==> config.mk <==
export PLATFORM = sky130hd
export DESIGN_NAME = dmem_arbiter_flat
export DESIGN_NICKNAME = d
export VERILOG_FILES = /design/src/rtl/dmem_pkg.sv /design/src/rtl/dmem_arbiter_if.sv /design/src/rtl/dmem_arbiter_rr_arb2.sv /design/src/rtl/dmem_arbiter.sv /design/src/flat_wrapper.sv
export SDC_FILE = /design/constraint.sdc
export NUM_CORES = 1
export LEC_CHECK = 0
export BUFFER_PORTS_ARGS = -buffer_cell sky130_fd_sc_hd__buf_2
export CAP_MARGIN = 20
export CORE_AREA = 2 2 112 114
export CTS_BUF_LIST = sky130_fd_sc_hd__clkbuf_16
export CTS_CLUSTER_DIAMETER = 80
export DETAILED_ROUTE_END_ITERATION = 6
export DIE_AREA = 0 0 114 116
export SLEW_MARGIN = 20
export SYNTH_ARGS = -nofsm -noshare
export SYNTH_HDL_FRONTEND = slang
export SYNTH_SLANG_ARGS = --single-unit
==> constraint.sdc <==
create_clock -name clk -period 2.68 [get_ports clk]
set_input_delay 0.134 -clock clk [delete_from_list [all_inputs] [get_ports clk]]
set_output_delay 0.134 -clock clk [all_outputs]
set_load 0.01 [all_outputs]
==> src/rtl/dmem_pkg.sv <==
// Shared constants and types for the data-memory arbiter slice.
// Port indices double as the value held in the round-robin last-grant register.
package dmem_pkg;

  localparam int DATA_WIDTH = 32;
  localparam int STRB_WIDTH = 4;

  localparam logic PORT_CPU = 1'b0;
  localparam logic PORT_DBG = 1'b1;

  // Response bookkeeping captured on every grant, consumed the following cycle.
  typedef struct packed {
    logic rd_pending;
    logic wr_err;
    logic rd_err;
    logic port;
  } rsp_t;

  function automatic logic [STRB_WIDTH-1:0] byte_enables(
    input logic                  we,
    input logic [STRB_WIDTH-1:0] wstrb
  );
    return we ? wstrb : {STRB_WIDTH{1'b0}};
  endfunction

endpackage

==> src/rtl/dmem_arbiter_if.sv <==
// One requester's handshake bundle toward the data-memory arbiter.
// The master side is the requester, the slave side is the arbiter.
interface dmem_arbiter_if #(
  parameter int ADDR_WIDTH = 32
);
  import dmem_pkg::*;

  logic                  req;
  logic                  we;
  logic [ADDR_WIDTH-1:0] addr;
  logic [DATA_WIDTH-1:0] wdata;
  logic [STRB_WIDTH-1:0] wstrb;
  logic                  gnt;
  logic                  rvalid;
  logic [DATA_WIDTH-1:0] rdata;
  logic                  err;

  modport master (
    output req, we, addr, wdata, wstrb,
    input  gnt, rvalid, rdata, err
  );

  modport slave (
    input  req, we, addr, wdata, wstrb,
    output gnt, rvalid, rdata, err
  );

endinterface

==> src/rtl/dmem_arbiter_rr_arb2.sv <==
// Two-way round-robin pick with its last-grant register.
// A lone requester always wins; a tie goes to the port that did not win last.
module rr_arb2
  import dmem_pkg::*;
(
  input  logic       clk,
  input  logic       reset,
  input  logic [1:0] req,
  output logic [1:0] gnt
);

  logic       last_grant_r;
  logic [1:0] gnt_s;

  // Combinational pick; nothing is granted while reset is held.
  always_comb begin
    gnt_s = 2'b00;
    if (reset) begin
      gnt_s = 2'b00;
    end else begin
      case (req)
        2'b01:   gnt_s = 2'b01;
        2'b10:   gnt_s = 2'b10;
        2'b11:   gnt_s = (last_grant_r == PORT_DBG) ? 2'b01 : 2'b10;
        default: gnt_s = 2'b00;
      endcase
    end
  end

  // Remember the winner so the next tie flips to the other port.
  always_ff @(posedge clk) begin
    if (reset) begin
      last_grant_r <= PORT_DBG;
    end else if (gnt_s != 2'b00) begin
      last_grant_r <= gnt_s[1];
    end else begin
      last_grant_r <= last_grant_r;
    end
  end

  assign gnt = gnt_s;

endmodule

==> src/rtl/dmem_arbiter.sv <==
// Shares the single-port data memory between the CPU load/store port (p0)
// and the debug/loader port (p1); read returns go back to the issuing port.
module dmem_arbiter #(
  parameter int DATA_WIDTH         = 32,
  parameter int ADDR_WIDTH         = 32,
  parameter int DMEM_SIZE_IN_BYTES = 1024
) (
  input  logic                                    clk,
  input  logic                                    reset,
  dmem_arbiter_if.slave                           p0,
  dmem_arbiter_if.slave                           p1,
  output logic                                    mem_en,
  output logic [3:0]                              mem_we,
  output logic [$clog2(DMEM_SIZE_IN_BYTES/4)-1:0] mem_addr,
  output logic [DATA_WIDTH-1:0]                   mem_wdata,
  input  logic [DATA_WIDTH-1:0]                   mem_rdata
);
  import dmem_pkg::*;

  localparam int                    WORD_AW    = $clog2(DMEM_SIZE_IN_BYTES / 4);
  localparam logic [ADDR_WIDTH-1:0] ADDR_LIMIT = ADDR_WIDTH'(DMEM_SIZE_IN_BYTES);

  logic [1:0]            req_s;
  logic [1:0]            gnt_s;
  logic                  granted_s;
  logic                  in_range_s;
  logic                  sel_port_s;
  logic                  sel_we_s;
  logic [ADDR_WIDTH-1:0] sel_addr_s;
  logic [DATA_WIDTH-1:0] sel_wdata_s;
  logic [STRB_WIDTH-1:0] sel_wstrb_s;
  rsp_t                  rsp_r;

  logic                  p0_rvalid_s;
  logic                  p1_rvalid_s;
  logic                  p0_err_s;
  logic                  p1_err_s;
  logic [DATA_WIDTH-1:0] ret_data_s;

  assign req_s = {p1.req, p0.req};

  rr_arb2 u_rr_arb2 (
    .clk   (clk),
    .reset (reset),
    .req   (req_s),
    .gnt   (gnt_s)
  );

  assign p0.gnt     = gnt_s[0];
  assign p1.gnt     = gnt_s[1];
  assign granted_s  = gnt_s[0] | gnt_s[1];
  assign in_range_s = (sel_addr_s < ADDR_LIMIT);

  // Steer the winning port's request fields toward the memory.
  always_comb begin
    sel_port_s  = PORT_CPU;
    sel_we_s    = p0.we;
    sel_addr_s  = p0.addr;
    sel_wdata_s = p0.wdata;
    sel_wstrb_s = p0.wstrb;
    if (gnt_s[1]) begin
      sel_port_s  = PORT_DBG;
      sel_we_s    = p1.we;
      sel_addr_s  = p1.addr;
      sel_wdata_s = p1.wdata;
      sel_wstrb_s = p1.wstrb;
    end else begin
      sel_port_s  = PORT_CPU;
    end
  end

  // Memory strobes only for an in-range granted access; otherwise all zero.
  always_comb begin
    mem_en    = 1'b0;
    mem_we    = 4'b0000;
    mem_addr  = {WORD_AW{1'b0}};
    mem_wdata = {DATA_WIDTH{1'b0}};
    if (granted_s && in_range_s) begin
      mem_en    = 1'b1;
      mem_we    = byte_enables(sel_we_s, sel_wstrb_s);
      mem_addr  = sel_addr_s[WORD_AW+1:2];
      mem_wdata = sel_wdata_s;
    end else begin
      mem_en    = 1'b0;
    end
  end

  // Capture who gets the return and whether it is an error; routing must
  // follow this captured port, not whichever port is granted next cycle.
  always_ff @(posedge clk) begin
    if (reset) begin
      rsp_r.rd_pending <= 1'b0;
      rsp_r.wr_err     <= 1'b0;
      rsp_r.rd_err     <= 1'b0;
      rsp_r.port       <= PORT_CPU;
    end else begin
      rsp_r.rd_pending <= granted_s & ~sel_we_s;
      rsp_r.wr_err     <= granted_s & sel_we_s & ~in_range_s;
      rsp_r.rd_err     <= granted_s & ~sel_we_s & ~in_range_s;
      rsp_r.port       <= sel_port_s;
    end
  end

  // Return path; gated by reset so a read pending at reset never surfaces.
  always_comb begin
    p0_rvalid_s = 1'b0;
    p1_rvalid_s = 1'b0;
    p0_err_s    = 1'b0;
    p1_err_s    = 1'b0;
    ret_data_s  = {DATA_WIDTH{1'b0}};
    if (!reset) begin
      if (rsp_r.rd_pending && !rsp_r.rd_err) begin
        ret_data_s = mem_rdata;
      end else begin
        ret_data_s = {DATA_WIDTH{1'b0}};
      end
      if (rsp_r.port == PORT_DBG) begin
        p1_rvalid_s = rsp_r.rd_pending;
        p1_err_s    = rsp_r.rd_err | rsp_r.wr_err;
      end else begin
        p0_rvalid_s = rsp_r.rd_pending;
        p0_err_s    = rsp_r.rd_err | rsp_r.wr_err;
      end
    end else begin
      ret_data_s = {DATA_WIDTH{1'b0}};
    end
  end

  assign p0.rvalid = p0_rvalid_s;
  assign p1.rvalid = p1_rvalid_s;
  assign p0.err    = p0_err_s;
  assign p1.err    = p1_err_s;
  assign p0.rdata  = p0_rvalid_s ? ret_data_s : {DATA_WIDTH{1'b0}};
  assign p1.rdata  = p1_rvalid_s ? ret_data_s : {DATA_WIDTH{1'b0}};

endmodule

==> src/flat_wrapper.sv <==
// flat-port wrapper written by rule: the top's interface ports become plain ports
module dmem_arbiter_flat import dmem_pkg::*;
#(
  parameter int DATA_WIDTH         = 32,
  parameter int ADDR_WIDTH         = 32,
  parameter int DMEM_SIZE_IN_BYTES = 1024
)
  (clk, reset, mem_en, mem_we, mem_addr, mem_wdata, mem_rdata, p0_req, p0_we, p0_addr, p0_wdata, p0_wstrb, p0_gnt, p0_rvalid, p0_rdata, p0_err, p1_req, p1_we, p1_addr, p1_wdata, p1_wstrb, p1_gnt, p1_rvalid, p1_rdata, p1_err);
  dmem_arbiter_if #(.ADDR_WIDTH(ADDR_WIDTH)) p0_i ();
  dmem_arbiter_if #(.ADDR_WIDTH(ADDR_WIDTH)) p1_i ();
  input  logic clk;
  input  logic reset;
  output logic mem_en;
  output logic [3:0] mem_we;
  output logic [$clog2(DMEM_SIZE_IN_BYTES/4)-1:0] mem_addr;
  output logic [DATA_WIDTH-1:0] mem_wdata;
  input  logic [DATA_WIDTH-1:0] mem_rdata;
  input wire logic [$bits(p0_i.req)-1:0] p0_req;
  input wire logic [$bits(p0_i.we)-1:0] p0_we;
  input wire logic [$bits(p0_i.addr)-1:0] p0_addr;
  input wire logic [$bits(p0_i.wdata)-1:0] p0_wdata;
  input wire logic [$bits(p0_i.wstrb)-1:0] p0_wstrb;
  output wire logic [$bits(p0_i.gnt)-1:0] p0_gnt;
  output wire logic [$bits(p0_i.rvalid)-1:0] p0_rvalid;
  output wire logic [$bits(p0_i.rdata)-1:0] p0_rdata;
  output wire logic [$bits(p0_i.err)-1:0] p0_err;
  input wire logic [$bits(p1_i.req)-1:0] p1_req;
  input wire logic [$bits(p1_i.we)-1:0] p1_we;
  input wire logic [$bits(p1_i.addr)-1:0] p1_addr;
  input wire logic [$bits(p1_i.wdata)-1:0] p1_wdata;
  input wire logic [$bits(p1_i.wstrb)-1:0] p1_wstrb;
  output wire logic [$bits(p1_i.gnt)-1:0] p1_gnt;
  output wire logic [$bits(p1_i.rvalid)-1:0] p1_rvalid;
  output wire logic [$bits(p1_i.rdata)-1:0] p1_rdata;
  output wire logic [$bits(p1_i.err)-1:0] p1_err;
  assign p0_i.req = p0_req;
  assign p0_i.we = p0_we;
  assign p0_i.addr = p0_addr;
  assign p0_i.wdata = p0_wdata;
  assign p0_i.wstrb = p0_wstrb;
  assign p0_gnt = p0_i.gnt;
  assign p0_rvalid = p0_i.rvalid;
  assign p0_rdata = p0_i.rdata;
  assign p0_err = p0_i.err;
  assign p1_i.req = p1_req;
  assign p1_i.we = p1_we;
  assign p1_i.addr = p1_addr;
  assign p1_i.wdata = p1_wdata;
  assign p1_i.wstrb = p1_wstrb;
  assign p1_gnt = p1_i.gnt;
  assign p1_rvalid = p1_i.rvalid;
  assign p1_rdata = p1_i.rdata;
  assign p1_err = p1_i.err;
  dmem_arbiter #(.DATA_WIDTH(DATA_WIDTH), .ADDR_WIDTH(ADDR_WIDTH), .DMEM_SIZE_IN_BYTES(DMEM_SIZE_IN_BYTES)) u_core (.clk(clk), .reset(reset), .p0(p0_i), .p1(p1_i), .mem_en(mem_en), .mem_we(mem_we), .mem_addr(mem_addr), .mem_wdata(mem_wdata), .mem_rdata(mem_rdata));
endmodule
# Word level (Yosys, flattened, before mapping)
# Cells that the tools add are included.
op_classes:
  n_mux: 25
  reduce_logical: 4
  eq_ne: 3
  n_lt_le_gt_ge: 1
  bitwise_logic: 8
op_table:
  columns: ["op", "count"]
  rows:
  - ["$mux 32", 7]
  - ["$lt 32x11->1 const B", 1]
  - ["$mux 4", 3]
  - ["$mux 1", 11]
  - ["$mux 8", 1]
  - ["$pmux 2 s3", 1]
  - ["$and 1x1->1", 4]
  - ["$eq 2x2->1 const B", 2]
  - ["$mux 2", 2]
  - ["$eq 2x1->1 const B", 1]
  - ["$logic_and 1x1->1", 2]
  - ["$not 1->1", 2]
  - ["$or 1x1->1", 2]
  - ["$reduce_bool 2->1", 1]
  - ["$logic_not 1->1", 1]
word_totals:
  out_inout_bits: 115
  regBits: 5

# Logic depth before layout (Yosys ltp)
# Gate-level depths: netlist (run 1).
depth:
  ltp_word: 7
  depth_mapped: 7

# By module
# From an unflattened synthesis (run 1), not the netlist that was laid out.
hier_totals:
  cells_unflattened: 223
  hier_area_um2: 1373.8
modules_own_cells:
  columns: ["mod", "instances", "cells_per_inst", "area_per_inst_um2"]
  rows:
  - ["dmem_arbiter", 1, 216, 1316.3]
  - ["rr_arb2", 1, 7, 57.6]

# Worst setup path after synthesis (run 1)
# No wires, ideal clock.
synth_timing:
  path_type: "register -> output"
  start: "reg u_core.u_rr_arb2.last_grant_r"
  end: "out mem_wdata[2]"
  arrival_time_ns: 1.366
  path_stages_with_launch: 7
  path_slack_ns: 1.180
  required_time_ns: 2.546
  path_cell_list: "dfxtp_1 -> nand2_1 -> nand2_1 -> buf_2 -> buf_1 -> nand2_1 -> a221oi_1"
synth_between:
  elab_chain_len: 7
synth_rtl:
  columns: ["element", "line", "text"]
  rows:
  - ["start, declared", "dmem_arbiter_rr_arb2.sv:12", "logic last_grant_r;"]
  - ["start signal, assigned", "dmem_arbiter_rr_arb2.sv:35", "last_grant_r <= gnt_s[1];"]
  - ["start signal, assigned", "dmem_arbiter_rr_arb2.sv:37", "last_grant_r <= last_grant_r;"]
  - ["$mux 2 (*)", "dmem_arbiter_rr_arb2.sv:24", "2'b11: gnt_s = (last_grant_r == PORT_DBG) ? 2'b01 : 2'b10;"]
  - ["$pmux 2 s3 (*)", "dmem_arbiter_rr_arb2.sv:21", "case (req)"]
  - ["$mux 2 (*)", "dmem_arbiter_rr_arb2.sv:18", "if (reset) begin"]
  - ["$mux 32", "dmem_arbiter.sv:61", "if (gnt_s[1]) begin"]
  - ["$lt 32x11->1", "dmem_arbiter.sv:52", "assign in_range_s = (sel_addr_s < ADDR_LIMIT);"]
  - ["$logic_and 1x1->1", "dmem_arbiter.sv:78", "if (granted_s && in_range_s) begin"]
  - ["$mux 32 (*)", "dmem_arbiter.sv:78", null]
  - ["end, declared", "flat_wrapper.sv:16", "output logic [DATA_WIDTH-1:0] mem_wdata;"]
# Every way passes the cells marked *; elsewhere a longest branch is shown, timed or not.

# Worst setup path in the final report (run 1)
layout_timing:
  start: "reg u_core.u_rr_arb2.last_grant_r"
  end: "out mem_wdata[28]"
# Same word-level chain as after synthesis.

==> impl_results.html, run 1 <==
<table>
<tr><th>Metric</th><th>Value</th></tr>
<tr><th colspan="2">GRT</th></tr>
<tr><td>Global-route total usage across every layer</td><td>12.5%</td></tr>
<tr><td>Largest net degree at the start of global routing</td><td>48</td></tr>
<tr><td>Global-route wire length before repair</td><td>13,200 um</td></tr>
<tr><td>Total grt overflow</td><td>0</td></tr>
<tr><td>Number of global-route vias before repair</td><td>2,614</td></tr>
<tr><td>Antenna violations before repair</td><td>0</td></tr>
<tr><th colspan="2">Timing</th></tr>
<tr><td>Total negative slack</td><td>0 ps</td></tr>
<tr><td>Total count of hold-check failures in the final report</td><td>0</td></tr>
<tr><td>Final critical delay including setup and external delays</td><td>2080 ps</td></tr>
<tr><td>Final setup skew</td><td>1.41 ps</td></tr>
<tr><td>RSZ-0062 raised after global routing</td><td>no</td></tr>
<tr><td>Achievable frequency</td><td>482 MHz</td></tr>
<tr><td>Worst Max-Slew Pin Slew</td><td>711 ps</td></tr>
<tr><td>Final setup violation count</td><td>0</td></tr>
<tr><td>Worst rel slew slack</td><td>52.5%</td></tr>
<tr><td>Final-report max-slew violation count</td><td>0</td></tr>
<tr><td>Share of the clock period used by the worst path</td><td>77.5%</td></tr>
<tr><td>Min Hold Slack</td><td>170 ps</td></tr>
<tr><th colspan="2">Logic synthesis</th></tr>
<tr><td>Top post-synthesis cells by area</td><td>sky130_fd_sc_hd__a221oi_2, sky130_fd_sc_hd__and2_1, sky130_fd_sc_hd__nand2_1</td></tr>
<tr><td>Number of instances in the synthesized netlist</td><td>274</td></tr>
<tr><td>Largest area contributor in the netlist</td><td>sky130_fd_sc_hd__a221oi_2</td></tr>
<tr><td>Post-synthesis instance area</td><td>1800 sq um</td></tr>
<tr><td>Number of flops mapped to enable cells by yosys</td><td>0</td></tr>
<tr><td>Count of state elements after synthesis</td><td>5</td></tr>
<tr><td>Synth async-reset ratio</td><td>0%</td></tr>
<tr><td>Leading cell type by number of instances after synthesis</td><td>sky130_fd_sc_hd__nand2_1</td></tr>
<tr><td>Number of distinct standard cells referenced by the synthesized netlist</td><td>24</td></tr>
<tr><td>Top cell types by occurrence after synthesis</td><td>sky130_fd_sc_hd__nand2_1, sky130_fd_sc_hd__and2_1, sky130_fd_sc_hd__a221oi_2, sky130_fd_sc_hd__a221oi_1, sky130_fd_sc_hd__clkbuf_1</td></tr>
<tr><td>Post-Syn Nets</td><td>448</td></tr>
<tr><td>Mapped Avg Cell Area</td><td>6.57 sq um</td></tr>
<tr><td>Warning count from the yosys run</td><td>0</td></tr>
<tr><td>Primary flip-flop cell chosen by synthesis mapping</td><td>sky130_fd_sc_hd__dfxtp_1</td></tr>
<tr><td>Top cell type's share of synthesized area</td><td>23.4%</td></tr>
<tr><td>Sequential-to-total area share from yosys stat</td><td>5.56%</td></tr>
<tr><th colspan="2">Final layout</th></tr>
<tr><td>Combined area of the multi-input logic cells</td><td>1530 sq um</td></tr>
<tr><td>Antenna cell count</td><td>0</td></tr>
<tr><td>Syn-to-layout area delta</td><td>89.0%</td></tr>
<tr><td>Register area</td><td>100 sq um</td></tr>
<tr><td>Nets@finish</td><td>716</td></tr>
<tr><td>Proportion of layout cells with a drive suffix above 1</td><td>60.4%</td></tr>
<tr><td>Fill cell total of the finished layout</td><td>1,342</td></tr>
<tr><th colspan="2">Drt</th></tr>
<tr><td>Total via count in the routed design</td><td>3,043</td></tr>
<tr><td>Detailed Routing Iterations Pass 1</td><td>4</td></tr>
<tr><td>Vias/cell</td><td>4.42</td></tr>
<tr><td>Average routed wire per standard cell</td><td>13.2 um</td></tr>
<tr><td>Initial detailed-routing violation count</td><td>125</td></tr>
<tr><td>Final ANT Viol Nets</td><td>0</td></tr>
<tr><td>Overall routed net length</td><td>9110 um</td></tr>
<tr><td>Remaining design rule violation count</td><td>0</td></tr>
<tr><th colspan="2">Run status</th></tr>
<tr><td>Status</td><td>finished clean</td></tr>
<tr><th colspan="2">Clock tree</th></tr>
<tr><td>Maximum buffer depth of the clock tree</td><td>2</td></tr>
<tr><td>Number of hold buffers added after CTS</td><td>0</td></tr>
<tr><td>Clock tree from TritonCTS</td><td>yes</td></tr>
<tr><td># resized after CTS</td><td>0</td></tr>
<tr><td>Total number of clock tree sinks</td><td>5</td></tr>
<tr><td>Clk_lat worst skew</td><td>230 ps</td></tr>
<tr><td>Root cell of the clock tree</td><td>sky130_fd_sc_hd__clkbuf_16</td></tr>
<tr><td>Clock slew at the register clock pins of the worst setup and hold paths</td><td>30 ps</td></tr>
<tr><td>Number of setup buffers added after CTS</td><td>0</td></tr>
<tr><td># H-tree levels</td><td>1</td></tr>
<tr><td>Total clock buffers created by CTS</td><td>3</td></tr>
<tr><th colspan="2">Placed design</th></tr>
<tr><td>Total of buffers placed on input and output ports</td><td>284</td></tr>
<tr><td>Detailed placement HPWL</td><td>7500 um</td></tr>
<tr><td>Final estimated routing congestion in global placement</td><td>0.818</td></tr>
<tr><th colspan="2">Die</th></tr>
<tr><td>Die X-Extent</td><td>114 um</td></tr>
<tr><td>Number of placed I/O pins</td><td>289</td></tr>
<tr><td>DIE HEIGHT</td><td>116 um</td></tr>
<tr><td>Area inside the core boundary</td><td>11,900 sq um</td></tr>
<tr><td>Total Die Area</td><td>13,200 sq um</td></tr>
<tr><td>Initial core utilization</td><td>15.1%</td></tr>
<tr><td>Number of rows created at floorplan</td><td>40</td></tr>
<tr><th colspan="2">Worst setup path</th></tr>
<tr><td>Category of the worst setup path launch point</td><td>flip-flop</td></tr>
<tr><td>Type of the worst setup path</td><td>reg -&gt; out</td></tr>
<tr><td>Crit path arrival time</td><td>1940 ps</td></tr>
<tr><td>Startpoint of the worst-slack reg-to-reg timing path</td><td>u_core.u_rr_arb2.last_grant_r</td></tr>
<tr><td>Setup slack on the worst flop-to-flop path</td><td>1000 ps</td></tr>
<tr><td>Worst-case reg-to-reg path depth</td><td>7</td></tr>
<tr><td>WP data required</td><td>2550 ps</td></tr>
<tr><td>Critical path fanouts, max</td><td>34</td></tr>
<tr><td>Critical R2R Capture</td><td>u_core.rsp_r[1]</td></tr>
<tr><td>Capturing element of the worst setup path</td><td>mem_wdata[28]</td></tr>
<tr><td>Critical Path Sink Type</td><td>primary output</td></tr>
<tr><td>Worst setup path startpoint</td><td>u_core.u_rr_arb2.last_grant_r</td></tr>
<tr><th colspan="2">Min path</th></tr>
<tr><td>Class of the worst hold path</td><td>in -&gt; reg</td></tr>
<tr><th colspan="2">Power and ir drop</th></tr>
<tr><td>Power density normalized to cell area</td><td>178 nW/um^2</td></tr>
<tr><td>Leakage Power</td><td>0.00194 uW</td></tr>
<tr><td>Worst ir drop on vdd</td><td>0.000111 V</td></tr>
<tr><th colspan="2">Run</th></tr>
<tr><td>Max-capacitance violation count</td><td>0</td></tr>
</table>
-- power breakdown --
part           switching [uW]  total [uW]  internal (uW)  leakage [uW]
Combinational             143         278            135       0.00186
Clock                    52.6         246            193     0.0000423
Sequential               2.52        82.5           80.0     0.0000415
-- cell usage in the layout (no fill, tap or decap) --
cell                        Yosys  layout
sky130_fd_sc_hd__nor4_1        10      10
sky130_fd_sc_hd__nor3_2         0       1
sky130_fd_sc_hd__nand2_1       90      89
sky130_fd_sc_hd__nor2_1         7       7
sky130_fd_sc_hd__nor2b_1        1       1
sky130_fd_sc_hd__a221oi_2      28      28
sky130_fd_sc_hd__and4_1         2       2
sky130_fd_sc_hd__nand4_1        2       2
sky130_fd_sc_hd__inv_1          4       5
sky130_fd_sc_hd__clkbuf_16      0       3
sky130_fd_sc_hd__dfxtp_1        5       5
sky130_fd_sc_hd__and3b_1        1       1
sky130_fd_sc_hd__nand2_2        0       1
sky130_fd_sc_hd__and2_1        64      64
sky130_fd_sc_hd__buf_2          6     284
sky130_fd_sc_hd__o21ai_0        1       1
sky130_fd_sc_hd__buf_4          1       9
sky130_fd_sc_hd__nand2b_1       2       2
sky130_fd_sc_hd__nor3_1         4       3
sky130_fd_sc_hd__o21bai_4       0       1
sky130_fd_sc_hd__a21oi_1        2       2
sky130_fd_sc_hd__o21bai_1       2       1
sky130_fd_sc_hd__a21boi_0       1       1
sky130_fd_sc_hd__a221oi_1      16      16
sky130_fd_sc_hd__and3_1         2       2
-- cell type report --
class	count	share of cell area, %
Tap cell	147	5.41
Inverter	4	0.442
Clock buffer	3	2.21
Multi-Input combinational cell	235	45.1
Clock inverter	1	0.110
Timing Repair Buffer	293	43.8
Sequential cell	5	2.94
-- how the worst min path moves through the flow --
| stage | slack [ps] | startpoint | depth (start not counted) | endpoint |
|---|---|---|---|---|
| after floorplan | 230 | reset | 2 | u_core.u_rr_arb2.last_grant_r |
| after global placement | 400 | p0_req | 2 | u_core.u_rr_arb2.last_grant_r |
| after detailed placement | 410 | p0_req | 2 | u_core.u_rr_arb2.last_grant_r |
| after CTS | 160 | p0_req | 2 | u_core.u_rr_arb2.last_grant_r |
| after global routing | 170 | p0_req | 2 | u_core.u_rr_arb2.last_grant_r |
| final | 170 | p0_req | 2 | u_core.u_rr_arb2.last_grant_r |
-- kinds of logic after synthesis --
family | count (synthesis) | share of synthesized area (%)
flops | 5 | 5.56
simple gates | 185 | 51.0
buf+inv | 34 | 10.2
compound gates | 50 | 33.2
-- routing by layer --
metal | vias up | wire, um | GRT usage, %
met5 | - | 0 | 0
met4 | 0 | 56 | 2.28
met3 | 7 | 933 | 2.98
met2 | 181 | 4700 | 25.2
met1 | 1359 | 3420 | 13.1
li1 | 1496 | - | -
-- worst max-delay path, cell delays in order, from the launching register on --
cell and delay (ps):
sky130_fd_sc_hd__dfxtp_1 320, sky130_fd_sc_hd__nand2_1 90, sky130_fd_sc_hd__nand2_2 110, sky130_fd_sc_hd__inv_1 60, sky130_fd_sc_hd__nand4_1 60, sky130_fd_sc_hd__buf_4 400, sky130_fd_sc_hd__buf_4 350, sky130_fd_sc_hd__a221oi_2 100
sky130_fd_sc_hd__buf_2 180
-- metrics by stage --
stage | cells | setup slack (ps) | total power (uW) | utilization (%) | instance area (sq um)
after floorplan | 274 | 1180 | 196 | - | 1800
after global placement | 684 | 664 | 361 | 27.9 | 3320
after detailed placement | 684 | 670 | 364 | 27.9 | 3320
after CTS | 688 | 580 | 616 | 28.6 | 3400
after global routing | 688 | 471 | 652 | 28.6 | 3400
final | 688 | 603 | 606 | 28.6 | 3400
-- registers in the layout, summed over array words and instances (netlist names) --
signal                         count
u_core.rsp_r                       4
u_core.u_rr_arb2.last_grant_r      1
(Power assumes the default switching activity.)
==> run 2: changes to the inputs <==
clock period = 1.8 ns   (was 2.68 ns; I/O delays follow)
==> impl_results.html, run 2 (synthesis results as in run 1) <==
<table>
<tr><th>Metric</th><th>Value</th></tr>
<tr><th colspan="2">GRT</th></tr>
<tr><td>Busiest layer in global routing</td><td>met2</td></tr>
<tr><td>Met1 usage in global routing</td><td>13.7%</td></tr>
<tr><td>Total grt overflow</td><td>0</td></tr>
<tr><td>Number of global-route vias before repair</td><td>2,813</td></tr>
<tr><td>Global Route met3 Usage</td><td>2.98%</td></tr>
<tr><td>GRT met2 Usage</td><td>26.1%</td></tr>
<tr><td>Antenna violations before repair</td><td>0</td></tr>
<tr><td>Global-route wire length before repair</td><td>13,700 um</td></tr>
<tr><td>Largest net degree at the start of global routing</td><td>44</td></tr>
<tr><td>Global-route total usage across every layer</td><td>12.9%</td></tr>
<tr><th colspan="2">Timing</th></tr>
<tr><td>Final critical delay including setup and external delays</td><td>1830 ps</td></tr>
<tr><td>Achievable frequency</td><td>545 MHz</td></tr>
<tr><td>RSZ-0062 raised after global routing</td><td>yes</td></tr>
<tr><td>Final setup violation count</td><td>2</td></tr>
<tr><td>Final setup skew</td><td>0.871 ps</td></tr>
<tr><td>Final-report max-slew violation count</td><td>0</td></tr>
<tr><td>Total negative slack</td><td>-40.5 ps</td></tr>
<tr><td>Setup WS post-layout</td><td>-34.5 ps</td></tr>
<tr><td>Worst Max-Slew Pin Slew</td><td>362 ps</td></tr>
<tr><td>Worst rel slew slack</td><td>75.9%</td></tr>
<tr><td>Share of the clock period used by the worst path</td><td>102%</td></tr>
<tr><td>Total count of hold-check failures in the final report</td><td>0</td></tr>
<tr><th colspan="2">Die</th></tr>
<tr><td>Initial core utilization</td><td>15.1%</td></tr>
<tr><td>Number of placed I/O pins</td><td>289</td></tr>
<tr><td>Area inside the core boundary</td><td>11,900 sq um</td></tr>
<tr><td>Die X-Extent</td><td>114 um</td></tr>
<tr><td>DIE HEIGHT</td><td>116 um</td></tr>
<tr><td>Total Die Area</td><td>13,200 sq um</td></tr>
<tr><td>Number of rows created at floorplan</td><td>40</td></tr>
<tr><th colspan="2">Final layout</th></tr>
<tr><td>Antenna cell count</td><td>0</td></tr>
<tr><td>Biggest register</td><td>u_core.rsp_r</td></tr>
<tr><td>Most used cells in the layout excluding fill and tap cells</td><td>sky130_fd_sc_hd__buf_2, sky130_fd_sc_hd__nand2_1, sky130_fd_sc_hd__and2_1</td></tr>
<tr><td>Max FFs per register</td><td>4</td></tr>
<tr><td>Fin area</td><td>3660 sq um</td></tr>
<tr><td>Largest registers ranked by flip-flop count</td><td>u_core.rsp_r: 4 flops, u_core.u_rr_arb2.last_grant_r: 1 flops</td></tr>
<tr><td>Syn-to-layout area delta</td><td>104%</td></tr>
<tr><td>Proportion of layout cells with a drive suffix above 1</td><td>63.0%</td></tr>
<tr><td>Nets@finish</td><td>732</td></tr>
<tr><td>Most common cell after layout, fill and taps aside</td><td>sky130_fd_sc_hd__buf_2</td></tr>
<tr><th colspan="2">Placed design</th></tr>
<tr><td>Total of buffers placed on input and output ports</td><td>284</td></tr>
<tr><td>Final estimated routing congestion in global placement</td><td>0.812</td></tr>
<tr><td>Detailed placement HPWL</td><td>7810 um</td></tr>
<tr><td>Placed Area</td><td>3460 sq um</td></tr>
<tr><th colspan="2">Worst setup path</th></tr>
<tr><td>Crit path arrival time</td><td>1740 ps</td></tr>
<tr><td>Critical path fanouts, max</td><td>17</td></tr>
<tr><td>Slowest cell on crit path</td><td>sky130_fd_sc_hd__dfxtp_2</td></tr>
<tr><td>Type of the worst setup path</td><td>reg -&gt; out</td></tr>
<tr><td>Category of the worst setup path launch point</td><td>flip-flop</td></tr>
<tr><td>WP data required</td><td>1710 ps</td></tr>
<tr><td>Most prevalent standard cell on the critical path</td><td>sky130_fd_sc_hd__nand2_4</td></tr>
<tr><td>Sequence of cells on the critical path</td><td>nand2_4 -&gt; nand2_4 -&gt; buf_4 -&gt; nand4_1 -&gt; buf_6 -&gt; buf_12 -&gt; a221oi_1 -&gt; buf_2</td></tr>
<tr><td>Largest delay contributor family on the critical path</td><td>buffers and inverters</td></tr>
<tr><td>Delay contributed by the slowest stage of the critical path</td><td>340 ps</td></tr>
<tr><td>Worst path buffer plus inverter count</td><td>4</td></tr>
<tr><td>Critical Path Sink Type</td><td>primary output</td></tr>
<tr><th colspan="2">Drt</th></tr>
<tr><td>Final ANT Viol Nets</td><td>0</td></tr>
<tr><td>Initial detailed-routing violation count</td><td>70</td></tr>
<tr><td>Average routed wire per standard cell</td><td>13.5 um</td></tr>
<tr><td>Overall routed net length</td><td>9480 um</td></tr>
<tr><td>Remaining design rule violation count</td><td>0</td></tr>
<tr><td>Total via count in the routed design</td><td>3,074</td></tr>
<tr><td>Vias/cell</td><td>4.37</td></tr>
<tr><td>Detailed Routing Iterations Pass 1</td><td>4</td></tr>
<tr><th colspan="2">Clock tree</th></tr>
<tr><td>Clk_lat worst skew</td><td>230 ps</td></tr>
<tr><td>Clock slew at the register clock pins of the worst setup and hold paths</td><td>30 ps</td></tr>
<tr><td>Maximum buffer depth of the clock tree</td><td>2</td></tr>
<tr><td>Root cell of the clock tree</td><td>sky130_fd_sc_hd__clkbuf_16</td></tr>
<tr><td>Total clock buffers created by CTS</td><td>3</td></tr>
<tr><td>Clock tree from TritonCTS</td><td>yes</td></tr>
<tr><td>Total number of clock tree sinks</td><td>5</td></tr>
<tr><td># H-tree levels</td><td>1</td></tr>
<tr><th colspan="2">Power and ir drop</th></tr>
<tr><td>Leakage Power</td><td>0.00206 uW</td></tr>
<tr><td>Worst ir drop on vdd</td><td>0.000198 V</td></tr>
<tr><td>Internal portion of total power</td><td>626 uW</td></tr>
<tr><td>Power density normalized to cell area</td><td>253 nW/um^2</td></tr>
<tr><td>Sequential share of power</td><td>13.4%</td></tr>
<tr><td>Net switching power of the design</td><td>301 uW</td></tr>
<tr><td>Combinational Power Share</td><td>47.5%</td></tr>
<tr><td>Clk pwr share</td><td>39.1%</td></tr>
<tr><td>Proportion of total power due to net switching</td><td>32.5%</td></tr>
<tr><th colspan="2">Run status</th></tr>
<tr><td>Status</td><td>finished, violations left</td></tr>
<tr><td>Failing checks</td><td>setup timing</td></tr>
<tr><th colspan="2">Min path</th></tr>
<tr><td>Class of the worst hold path</td><td>in -&gt; reg</td></tr>
<tr><th colspan="2">Run</th></tr>
<tr><td>Max-capacitance violation count</td><td>0</td></tr>
</table>
==> run 2: cell count changes in the layout (fill, tap and decap cells not counted), moves of 2 or more <==
cell	previous run	this run
sky130_fd_sc_hd__buf_6	0	7
sky130_fd_sc_hd__a221oi_1	16	12
sky130_fd_sc_hd__a221oi_2	28	32
sky130_fd_sc_hd__buf_12	0	4
sky130_fd_sc_hd__buf_4	9	13
sky130_fd_sc_hd__nand2_4	0	2
==> run 2: metal layers <==
| metal | vias up | share of wire (%) |
|---|---|---|
| met5 | - | 0 |
| met4 | 0 | 0.45 |
| met3 | 6 | 9.6 |
| met2 | 189 | 52 |
| met1 | 1346 | 38 |
| li1 | 1533 | - |
==> run 2: repair_timing <==
action | CTS | global route
buffers inserted | 3 | 0
gates resized for setup | 12 | 7
pin swaps | 1 | 0
hold buffers | 0 | 0
gates cloned | 1 | 0
setup endpoints to repair | 45 | 44
==> run 2: layout make-up <==
class / count / area (sq um)
fill: 1344 / 8250
timing repair buffer: 309 / 1710
clock inverter: 1 / 3.75
tap: 147 / 184
clock buffer: 3 / 75.1
multi-input combinational: 235 / 1580
sequential: 5 / 101
inverter: 4 / 17.5
==> run 2: path summary, 6_finish.rpt <==
| path | slack, ps | endpoint | startpoint | cells past startpoint |
|---|---|---|---|---|
| max | -30 | mem_we[3] | u_core.u_rr_arb2.last_grant_r | 8 |
| max reg2reg | 470 | u_core.rsp_r[2] | u_core.u_rr_arb2.last_grant_r | 7 |
| min | 150 | u_core.u_rr_arb2.last_grant_r | p1_req | 3 |
| min reg2reg | 520 | u_core.u_rr_arb2.last_grant_r | u_core.u_rr_arb2.last_grant_r | 2 |
==> run 2: through the flow <==
step	cells	hold WS, ps	util, %	power, uW	setup slack (ps)
floorplan	274	190	-	292	344
global placement	696	357	29.1	558	-19.0
detailed placement	696	381	29.1	562	-2.40
CTS	704	150	30.5	939	-58.6
global route	704	177	30.8	994	-162
finish	704	145	30.8	927	-34.5
==> run 2: tightest hold or removal path: stages <==
cell                      delay, ps
sky130_fd_sc_hd__buf_2          120
sky130_fd_sc_hd__a21oi_1         60
sky130_fd_sc_hd__o21ai_0         60
==> run 2: power groups by stage <==
stage	registers [uW]	logic, uW	clock network, uW
after CTS	124	445	369
after detailed placement	125	437	0
after global routing	125	491	378
after global placement	124	434	0
final	124	441	362
after floorplan	123	168	0
